$ cat config.mk
export PLATFORM = sky130hd
export DESIGN_NAME = ble_resp_parser
export DESIGN_NICKNAME = d
export VERILOG_FILES = /design/src/rtl/ble_resp_parser_pkg.sv /design/src/rtl/ble_line_buf.sv /design/src/rtl/ble_resp_parser.sv
export SDC_FILE = /design/constraint.sdc
export NUM_CORES = 1
export LEC_CHECK = 0
export ABC_CLOCK_PERIOD_IN_PS = 2600
export CELL_PAD_IN_SITES_DETAIL_PLACEMENT = 1
export CELL_PAD_IN_SITES_GLOBAL_PLACEMENT = 1
export CORE_UTILIZATION = 45
export CTS_CLUSTER_DIAMETER = 60
export CTS_CLUSTER_SIZE = 12
export DETAILED_ROUTE_END_ITERATION = 6
export GPL_ROUTABILITY_DRIVEN = 0
export PLACE_DENSITY = 0.84
export SLEW_MARGIN = 10
export SYNTH_ARGS = -nofsm -noshare
export SYNTH_HDL_FRONTEND = slang
export SYNTH_SLANG_ARGS = --single-unit
$ cat constraint.sdc
create_clock -name clk -period 2.6 [get_ports clk]
set_input_delay 0.26 -clock clk [delete_from_list [all_inputs] [get_ports clk]]
set_output_delay 0.26 -clock clk [all_outputs]
set_load 0.02 [all_outputs]
$ cat src/rtl/ble_resp_parser_pkg.sv
// Shared types and constants for the BLE AT-response parser and its UART neighbours.
package ble_resp_parser_pkg;

    // Response codes reported to the BLE control FSM
    typedef enum logic [2:0] {
        RESP_NONE     = 3'd0,
        RESP_OK       = 3'd1,
        RESP_ERROR    = 3'd2,
        RESP_CONN     = 3'd3,
        RESP_LOST     = 3'd4,
        RESP_UNKNOWN  = 3'd5,
        RESP_TIMEOUT  = 3'd6,
        RESP_OVERFLOW = 3'd7
    } resp_code_e;

    // Parser states
    typedef enum logic [1:0] {
        S_COLLECT = 2'd0,
        S_CHECK   = 2'd1,
        S_REPORT  = 2'd2
    } state_e;

    localparam logic [7:0] ASCII_CR = 8'h0D;
    localparam logic [7:0] ASCII_LF = 8'h0A;

    // Match strings are left-aligned: character i sits in byte (MATCH_MAX-1-i)
    localparam int unsigned MATCH_MAX = 8;
    localparam int unsigned OK_LEN    = 2;
    localparam int unsigned ERROR_LEN = 5;
    localparam int unsigned CONN_LEN  = 7;
    localparam int unsigned LOST_LEN  = 7;

    localparam logic [8*MATCH_MAX-1:0] STR_OK    = {"OK", 48'd0};
    localparam logic [8*MATCH_MAX-1:0] STR_ERROR = {"ERROR", 24'd0};
    localparam logic [8*MATCH_MAX-1:0] STR_CONN  = {"OK+CONN", 8'd0};
    localparam logic [8*MATCH_MAX-1:0] STR_LOST  = {"OK+LOST", 8'd0};

    // UART bit period at 50 MHz / 38400 baud, shared with the receiver and transmitter
    localparam int unsigned CYCLE_PER_BIT = 1302;

endpackage

$ cat src/rtl/ble_line_buf.sv
// Line storage: byte buffer, character count and overflow flag for one response line.
module ble_line_buf
    import ble_resp_parser_pkg::*;
#(
    parameter int unsigned MAX_LINE = 16,
    parameter int unsigned LEN_W    = $clog2(MAX_LINE + 1)
) (
    input  logic                     clk,
    input  logic                     rst,
    input  logic                     wr_en,
    input  logic [7:0]               wr_data,
    input  logic                     clr,
    output logic [MAX_LINE-1:0][7:0] line_data,
    output logic [LEN_W-1:0]         len,
    output logic                     overflow
);

    localparam int unsigned IDX_W = (MAX_LINE > 1) ? $clog2(MAX_LINE) : 1;

    // Length and overflow tracking; a byte arriving on a full line is dropped
    always_ff @(posedge clk) begin
        if (rst) begin
            len      <= '0;
            overflow <= 1'b0;
        end else if (clr) begin
            len      <= '0;
            overflow <= 1'b0;
        end else if (wr_en) begin
            if (len == LEN_W'(MAX_LINE)) begin
                overflow <= 1'b1;
            end else begin
                len <= len + LEN_W'(1);
            end
        end
    end

    // Character storage; stale contents beyond len are never compared
    always_ff @(posedge clk) begin
        if (wr_en && !clr && (len != LEN_W'(MAX_LINE))) begin
            line_data[IDX_W'(len)] <= wr_data;
        end
    end

endmodule

$ cat src/rtl/ble_resp_parser.sv
// Assembles UART bytes into CR/LF lines, classifies BLE AT responses, and times out silent modules.
module ble_resp_parser
    import ble_resp_parser_pkg::*;
#(
    parameter int unsigned MAX_LINE       = 16,
    parameter int unsigned TIMEOUT_CYCLES = 50000000
) (
    input  logic       clk,
    input  logic       rst,
    input  logic [7:0] in_rx_data,
    input  logic       in_rx_valid,
    input  logic       in_arm,
    output logic       out_resp_valid,
    output logic [2:0] out_resp_code,
    output logic [4:0] out_line_len,
    output logic       out_busy
);

    localparam int unsigned LEN_W = $clog2(MAX_LINE + 1);
    localparam int unsigned CNT_W = $clog2(TIMEOUT_CYCLES + 1);
    localparam int unsigned IDX_W = (MAX_LINE > 1) ? $clog2(MAX_LINE) : 1;

    state_e                    state_q, state_d;
    logic                      armed_q, armed_d;
    logic [CNT_W-1:0]          cnt_q, cnt_d;
    logic                      resp_valid_d;
    resp_code_e                resp_code_d;
    logic [4:0]                line_len_d;
    resp_code_e                match_code;
    logic                      wr_en;
    logic                      clr;
    logic                      line_end;
    logic [MAX_LINE-1:0][7:0]  line_data;
    logic [LEN_W-1:0]          len;
    logic                      overflow;

    ble_line_buf #(
        .MAX_LINE (MAX_LINE),
        .LEN_W    (LEN_W)
    ) u_line_buf (
        .clk       (clk),
        .rst       (rst),
        .wr_en     (wr_en),
        .wr_data   (in_rx_data),
        .clr       (clr),
        .line_data (line_data),
        .len       (len),
        .overflow  (overflow)
    );

    // Exact, full-length, case-sensitive comparison against a left-aligned match string
    function automatic logic match_str(input logic [MAX_LINE-1:0][7:0] data,
                                       input logic [LEN_W-1:0]         n,
                                       input logic [8*MATCH_MAX-1:0]   s,
                                       input int unsigned              slen);
        logic hit;
        hit = (n == LEN_W'(slen));
        for (int unsigned i = 0; i < MATCH_MAX; i++) begin
            if ((i < slen) && (data[IDX_W'(i)] != s[8*(MATCH_MAX-1-i) +: 8])) begin
                hit = 1'b0;
            end
        end
        return hit;
    endfunction

    // Line classifier; overflow overrides any textual match
    always_comb begin
        match_code = RESP_UNKNOWN;
        if (match_str(line_data, len, STR_OK, OK_LEN)) begin
            match_code = RESP_OK;
        end else if (match_str(line_data, len, STR_ERROR, ERROR_LEN)) begin
            match_code = RESP_ERROR;
        end else if (match_str(line_data, len, STR_CONN, CONN_LEN)) begin
            match_code = RESP_CONN;
        end else if (match_str(line_data, len, STR_LOST, LOST_LEN)) begin
            match_code = RESP_LOST;
        end
        if (overflow) begin
            match_code = RESP_OVERFLOW;
        end
    end

    // Next-state, timeout and report logic
    always_comb begin
        state_d      = state_q;
        armed_d      = armed_q;
        cnt_d        = cnt_q;
        resp_valid_d = 1'b0;
        resp_code_d  = resp_code_e'(out_resp_code);
        line_len_d   = out_line_len;
        wr_en        = 1'b0;
        clr          = 1'b0;
        line_end     = 1'b0;

        case (state_q)
            S_COLLECT: begin
                if (in_rx_valid) begin
                    if (in_rx_data == ASCII_LF) begin
                        if (len != '0) begin
                            line_end = 1'b1;
                            state_d  = S_CHECK;
                        end
                    end else if (in_rx_data != ASCII_CR) begin
                        wr_en = 1'b1;
                    end
                end
                if (armed_q) begin
                    cnt_d = cnt_q + CNT_W'(1);
                    // A completing line or a fresh arm pre-empts expiry
                    if ((cnt_q == CNT_W'(TIMEOUT_CYCLES - 1)) && !line_end && !in_arm) begin
                        resp_valid_d = 1'b1;
                        resp_code_d  = RESP_TIMEOUT;
                        line_len_d   = 5'd0;
                        armed_d      = 1'b0;
                    end
                end
            end
            S_CHECK: begin
                resp_valid_d = 1'b1;
                resp_code_d  = match_code;
                line_len_d   = 5'(len);
                state_d      = S_REPORT;
            end
            S_REPORT: begin
                clr     = 1'b1;
                armed_d = 1'b0;
                state_d = S_COLLECT;
            end
            default: begin
                state_d = S_COLLECT;
            end
        endcase

        // Arm last so an arm coinciding with a report is kept
        if (in_arm) begin
            armed_d = 1'b1;
            cnt_d   = '0;
        end
    end

    // State and registered outputs
    always_ff @(posedge clk) begin
        if (rst) begin
            state_q        <= S_COLLECT;
            armed_q        <= 1'b0;
            cnt_q          <= '0;
            out_resp_valid <= 1'b0;
            out_resp_code  <= 3'd0;
            out_line_len   <= 5'd0;
        end else begin
            state_q        <= state_d;
            armed_q        <= armed_d;
            cnt_q          <= cnt_d;
            out_resp_valid <= resp_valid_d;
            out_resp_code  <= resp_code_d;
            out_line_len   <= line_len_d;
        end
    end

    assign out_busy = armed_q;

endmodule

==> flow_metrics.tcl, run 1 <==
set metrics [dict create \
    area_growth_pct 14.8 \
    post_dp_cell_area_mm2 0.00465 \
    path_max_fanout 5 \
    clock_path_buffers 2 \
    critical_path_required_ns 2.88 \
    wl_um 11300 \
    worst_slew_pin_slew_ns 0.814 \
    powerDensity_mw_per_mm2 595 \
    cp.arrival_ns 2.59 \
    die_area_mm2 0.00976 \
    clkLatencyLatePin_ns 0.38 \
    start_util_pct 47.4 \
    synth_edf_count 56 \
    clock-sinks 100 \
    cts_tree "built" \
    grt.met1_usage_pct 30.4 \
    reg2reg_from "u_line_buf.len[1]" \
    holdCritPathClass "register to register" \
    synth_top_area_share_pct 39.9 \
    hold_viol_final 0 \
    io_pins 22 \
    htree_num_levels 3 \
    critPathKind "register to register" \
    final_max_slew_viol_count 0 \
    drt-initial-drc-count 158 \
    seq_area_mm2 0.00256 \
    ys_seq_area_share_pct 60.8 \
    ir_worst_vdd_v 0.000304 \
    io_buffers 21 \
    num-fill-cells 942 \
    postSynth.asyncResetShare_pct 0 \
    syn-num-nets 373 \
    die_y_um 98.8 \
    use_met2_pct 41.2 \
    yosysWarnings 0 \
    grt-busiest-layer "met2" \
    cts_setup_buffers 0 \
    clkSlewWorstSetupHoldPaths_ns 0.10 \
    ant_nets 0 \
    postSynthCellCount 356 \
    critPathCaptureType "register" \
    core_area_mm2 0.00889 \
    fin_crit_ns 2.31 \
    max_freq_mhz 433 \
    drtPass1Iterations 4 \
    cp-startpoint "u_line_buf.len[1]" \
    clock_tree.root_cell "clkbuf_8" \
    final_area_mm2 0.00484 \
    die_w_um 98.8 \
    num_vias 3106 \
    synth-main-ff-cell "edfxtp_1" \
    drt_drc_violations_left 0 \
    numCtsBuffers 9 \
    maxCapViolCount 0 \
    ctsHoldBuffers 0 \
    relSlewSlack_pct 45.2 \
    syn_area_per_cell_um2 11.8 \
    std_cell_rows 34 \
    wl_per_cell_um 22.2 \
    setup_viol 0 \
    ctsResizeCount 0 \
    ys_ff_latch 100 \
    antenna_found_initial 0 \
    layout-drive-gt1-share_pct 10.3 \
    nNetsFinal 412 \
    path_buf_inv 1 \
    synth_area_leaders "edfxtp_1, dfxtp_1, nor2_1" \
    rsz0062_at_grt "false" \
    ys_types 51 \
    start_kind "register" \
    grt_pass1_vias 3270 \
    fin_setup_tns_ns 0 \
    critical_path.slowest_cell "or4b_1" \
    grt_pass1_wl_um 17700 \
    multi_input_area_mm2 0.00160 \
    overflow 0 \
    grt.total_usage_pct 24.6 \
    path_cells "inv_1 > ha_1 > or4b_1 > and4_1 > nor4_4 > a211oi_2 > a22o_1" \
    hpwl_um 8270 \
    use_met3_pct 4.26 \
    grt_max_degree 28 \
    crit_family "simple AND/OR/NAND/NOR gates" \
    post_drt_via_cell_ratio 6.11 \
    p_leak_nw 1.55 \
    syn-cell-area_mm2 0.00422 \
    power_mw 2.88 \
    synth.largest_area_cell "edfxtp_1" \
    antenna_cells 0 \
    finalCritPeriodShare_pct 88.8 \
    clock_skew_ns 0.0137 \
    max_stage_delay_ns 0.46 \
    hold_start "out_resp_code[1]" \
    status "complete, no violations" \
]
[final timing paths]
| kind | to | slack (ns) | cells past startpoint |
|---|---|---|---|
| worst max-delay path | out_line_len[1] | 0.29 | 7 |
| worst min-delay path | out_resp_code[1] | 0.46 | 2 |
| worst max register to register | out_line_len[1] | 0.29 | 7 |
| worst min register to register | out_resp_code[1] | 0.46 | 2 |
[placed cells by master (no fill, tap or decap), types with 6 or more instances in the layout]
master	synthesis	layout
nor2_1	40	40
nor4_1	13	13
a21oi_1	7	7
clkbuf_8	0	9
edfxtp_1	56	56
dfxtp_1	44	44
xor2_1	8	8
nand4_1	14	14
nor3_1	9	9
inv_1	8	8
buf_4	0	15
o21ai_0	8	8
nor3b_1	6	6
and3_1	12	12
xnor2_1	16	16
nand3_1	12	12
nand4b_1	6	6
clkdlybuf4s50_1	0	21
nand2_1	17	17
[sequential cells by signal, indices dropped and copies added, names as in the netlist]
register and flops:
u_line_buf.line_data 56, u_line_buf.overflow 1, cnt_q 26, out_line_len 5
u_line_buf.len 5, out_resp_valid 1, out_resp_code 3, out_busy 1
state_q 2
[worst min-delay path: cells and delay by family (launching register included)]
family | cells | cell delay (ns)
buf+inv | 1 | 0.05
flops | 1 | 0.33
compound gates | 1 | 0.05
[report_power, final]
part,leakage (nW),total (mW),switching [mW],internal [mW]
Sequential,0.865,1.72,0.0171,1.70
Clock,0.0981,1.01,0.564,0.451
Combinational,0.590,0.151,0.0924,0.0590
[stage by stage]
stage	std cells	util (%)	hold WS, ns	setup WS [ns]
2_1_floorplan	356	-	0.332	0.552
3_3_place_gp	492	52.3	0.445	0.118
3_5_place_dp	492	52.3	0.447	0.129
4_1_cts	508	54.5	0.466	0.290
5_1_grt	508	54.5	0.496	0.146
6_report	508	54.5	0.458	0.290
[cells by family after synthesis]
family | Yosys count | share of synthesized area [%]
muxes | 2 | 0.504
and+or+nand+nor | 177 | 25.6
DFF | 100 | 60.8
xor gates and xnor gates | 24 | 4.98
buffers and inverters | 16 | 1.42
AOI/OAI and AO/OA | 32 | 5.28
adders and majority gates | 5 | 1.48
[area by class of cell]
| cell class | count | area share (%) |
|---|---|---|
| clock buffer | 9 | 2.56 |
| clock inverter | 7 | 1.50 |
| inverter | 8 | 0.620 |
| multi-input combinational | 240 | 32.9 |
| sequential | 100 | 52.9 |
| tap | 108 | 2.79 |
| timing repair buffer | 36 | 6.67 |
[synth_stat cells (7+ instances only)]
master,n
nor3_1,9
xor2_1,8
inv_1,8
nor4_1,13
a21oi_1,7
nor2_1,40
nand4_1,14
xnor2_1,16
nand2_1,17
edfxtp_1,56
o21ai_0,8
dfxtp_1,44
nand3_1,12
clkbuf_1,8
and3_1,12
[layer usage]
metal  vias to the layer above  routed length [um]
li1                       1429                   -
met3                        25                 533
met2                        85                5650
met1                      1567                4760
met5                         -                   0
met4                         0                 333
Note: power is estimated with default switching activity, not from simulation.
==> run 2, diff against run 1 <==
ABC_CLOCK_PERIOD_IN_PS = 1900   (was 2600)
CORE_ASPECT_RATIO = 1.2   (was unset)
CORE_UTILIZATION = 44   (was 45)
PLACE_DENSITY = 0.76   (was 0.84)
clock period = 1.9 ns   (was 2.6 ns; I/O delays follow)
==> run 2 against run 1 <==
  * The run now ends with negative setup slack left
  * Via count grew 9.4%
  * Maximum frequency grew 9.8%
  * Largest power group unchanged
  * Final cell count increased by 16%
  * Global-route usage increased by 2.3 points
  * Hold slack improved by 0.039 ns
  * Critical endpoint is now out_resp_code[1]
  * Combinational power up 110%
  * Largest cell class unchanged
==> flow_metrics.tcl, run 2 (synthesized netlist as in run 1, its figures left out) <==
set metrics [dict create \
    num_vias 3398 \
    ctsHoldBuffers 0 \
    numCtsBuffers 9 \
    io_buffers 21 \
    grt_pass1_vias 3727 \
    antenna_cells 0 \
    drt-initial-drc-count 184 \
    top_regs "u_line_buf.line_data (56), cnt_q (26)" \
    worst_slew_pin_slew_ns 0.753 \
    powerDensity_mw_per_mm2 746 \
    hold_viol_final 0 \
    holdCritPathClass "register to register" \
    clock-sinks 100 \
    mostFrequentLayoutCell "buf_4" \
    final_cell_mix "buf_4, edfxtp_1, dfxtp_1" \
    dp_slack_ns -0.330 \
    layout-drive-gt1-share_pct 30.1 \
    num-fill-cells 947 \
    fin_crit_ns 2.10 \
    core_area_mm2 0.00918 \
    wl_per_cell_um 21.4 \
    ir_worst_vdd_v 0.000453 \
    start_kind "register" \
    area_growth_pct 34.1 \
    p_leak_nw 2.00 \
    cp-startpoint "u_line_buf.line_data[52]" \
    clock_path_buffers 2 \
    largest_reg_flops 56 \
    drtPass1Iterations 4 \
    overflow 0 \
    nNetsFinal 481 \
    relSlewSlack_pct 49.2 \
    fin_util_pct 61.6 \
    path_max_fanout 2 \
    die_area_mm2 0.00998 \
    status "finished with violations" \
    grt_max_degree 20 \
    power_mw 4.22 \
    maxCapViolCount 0 \
    top_register "u_line_buf.line_data" \
    ant_nets 0 \
    critPathKind "register to register" \
    clkSlewWorstSetupHoldPaths_ns 0.10 \
    timing.final.ws_setup_ns -0.204 \
    clkLatencyLatePin_ns 0.38 \
    std_cell_rows 38 \
    max_freq_mhz 475 \
    hold_start "out_line_len[2]" \
    fin_setup_tns_ns -1.34 \
    drt_drc_violations_left 0 \
    clock_tree.root_cell "clkbuf_8" \
    grt.total_usage_pct 26.9 \
    die_y_um 109 \
    finalCritPeriodShare_pct 111 \
    final_max_slew_viol_count 0 \
    post_drt_via_cell_ratio 5.77 \
    reg2reg_from "u_line_buf.line_data[52]" \
    clock_skew_ns 0.0125 \
    cp.arrival_ns 2.42 \
    setup_viol 10 \
    wl_um 12600 \
    die_w_um 91.4 \
    grt_pass1_wl_um 19500 \
    cts_tree "built" \
    hpwl_um 8470 \
    rsz0062_at_grt "true" \
    critical_path_required_ns 2.22 \
    htree_num_levels 3 \
    critPathCaptureType "register" \
    violations "negative setup slack" \
    io_pins 22 \
    start_util_pct 46.0 \
    antenna_found_initial 0 \
]
==> run 2: report_power, final <==
part | switching [mW] | leakage [nW] | internal [mW] | total, mW
Combinational | 0.160 | 1.02 | 0.150 | 0.310
Sequential | 0.0214 | 0.866 | 2.33 | 2.35
Clock | 0.803 | 0.112 | 0.762 | 1.56
Total | 0.984 | 2.00 | 3.24 | 4.22
==> run 2: what timing repair did <==
action,in CTS,in global routing
pin swaps,12,9
endpoints found under the setup margin,10,41
gates resized for setup,26,16
buffers inserted,5,1
==> run 2: final timing paths <==
check / to / slack [ns] / cells past startpoint
setup / recovery: out_resp_code[1] / -0.20 / 6
hold reg to reg: out_line_len[2] / 0.50 / 1
hold / removal: out_line_len[2] / 0.50 / 1
setup reg to reg: out_resp_code[1] / -0.20 / 6
==> run 2: routing by layer <==
metal,up-vias,routed length [um],track usage [%],part of all wire (%)
met5,-,0,0,0
met4,0,560,13.9,4.4
met3,45,382,5.16,3.0
met2,84,6820,50.8,54
met1,1703,4870,28.5,39
li1,1566,-,-,-
==> run 2: cell type report <==
type | count | area (um^2) | area share [%]
Clock buffer | 9 | 124 | 2.19
Tap cell | 120 | 150 | 2.65
Timing Repair Buffer | 105 | 903 | 16.0
Inverter | 8 | 30.0 | 0.531
Sequential cell | 100 | 2570 | 45.4
Clock inverter | 7 | 105 | 1.86
Multi-Input combinational cell | 240 | 1780 | 31.4
==> run 2: per-stage QoR <==
stage	area [um^2]	std cells	hold slack, ns
floorplan	4220	356	0.262
global placement	5200	567	0.457
detailed placement	5200	567	0.459
CTS	5570	588	0.484
finish	5660	589	0.496
global route	5660	589	0.525
==> run 2: worst max-delay path, cell delays in order (launching register included) <==
cell,delay (ns)
edfxtp_1,0.39
or4bb_1,0.52
nor4_2,0.30
buf_4,0.18
nand4_1,0.11
a311o_1,0.42
a21oi_2,0.13
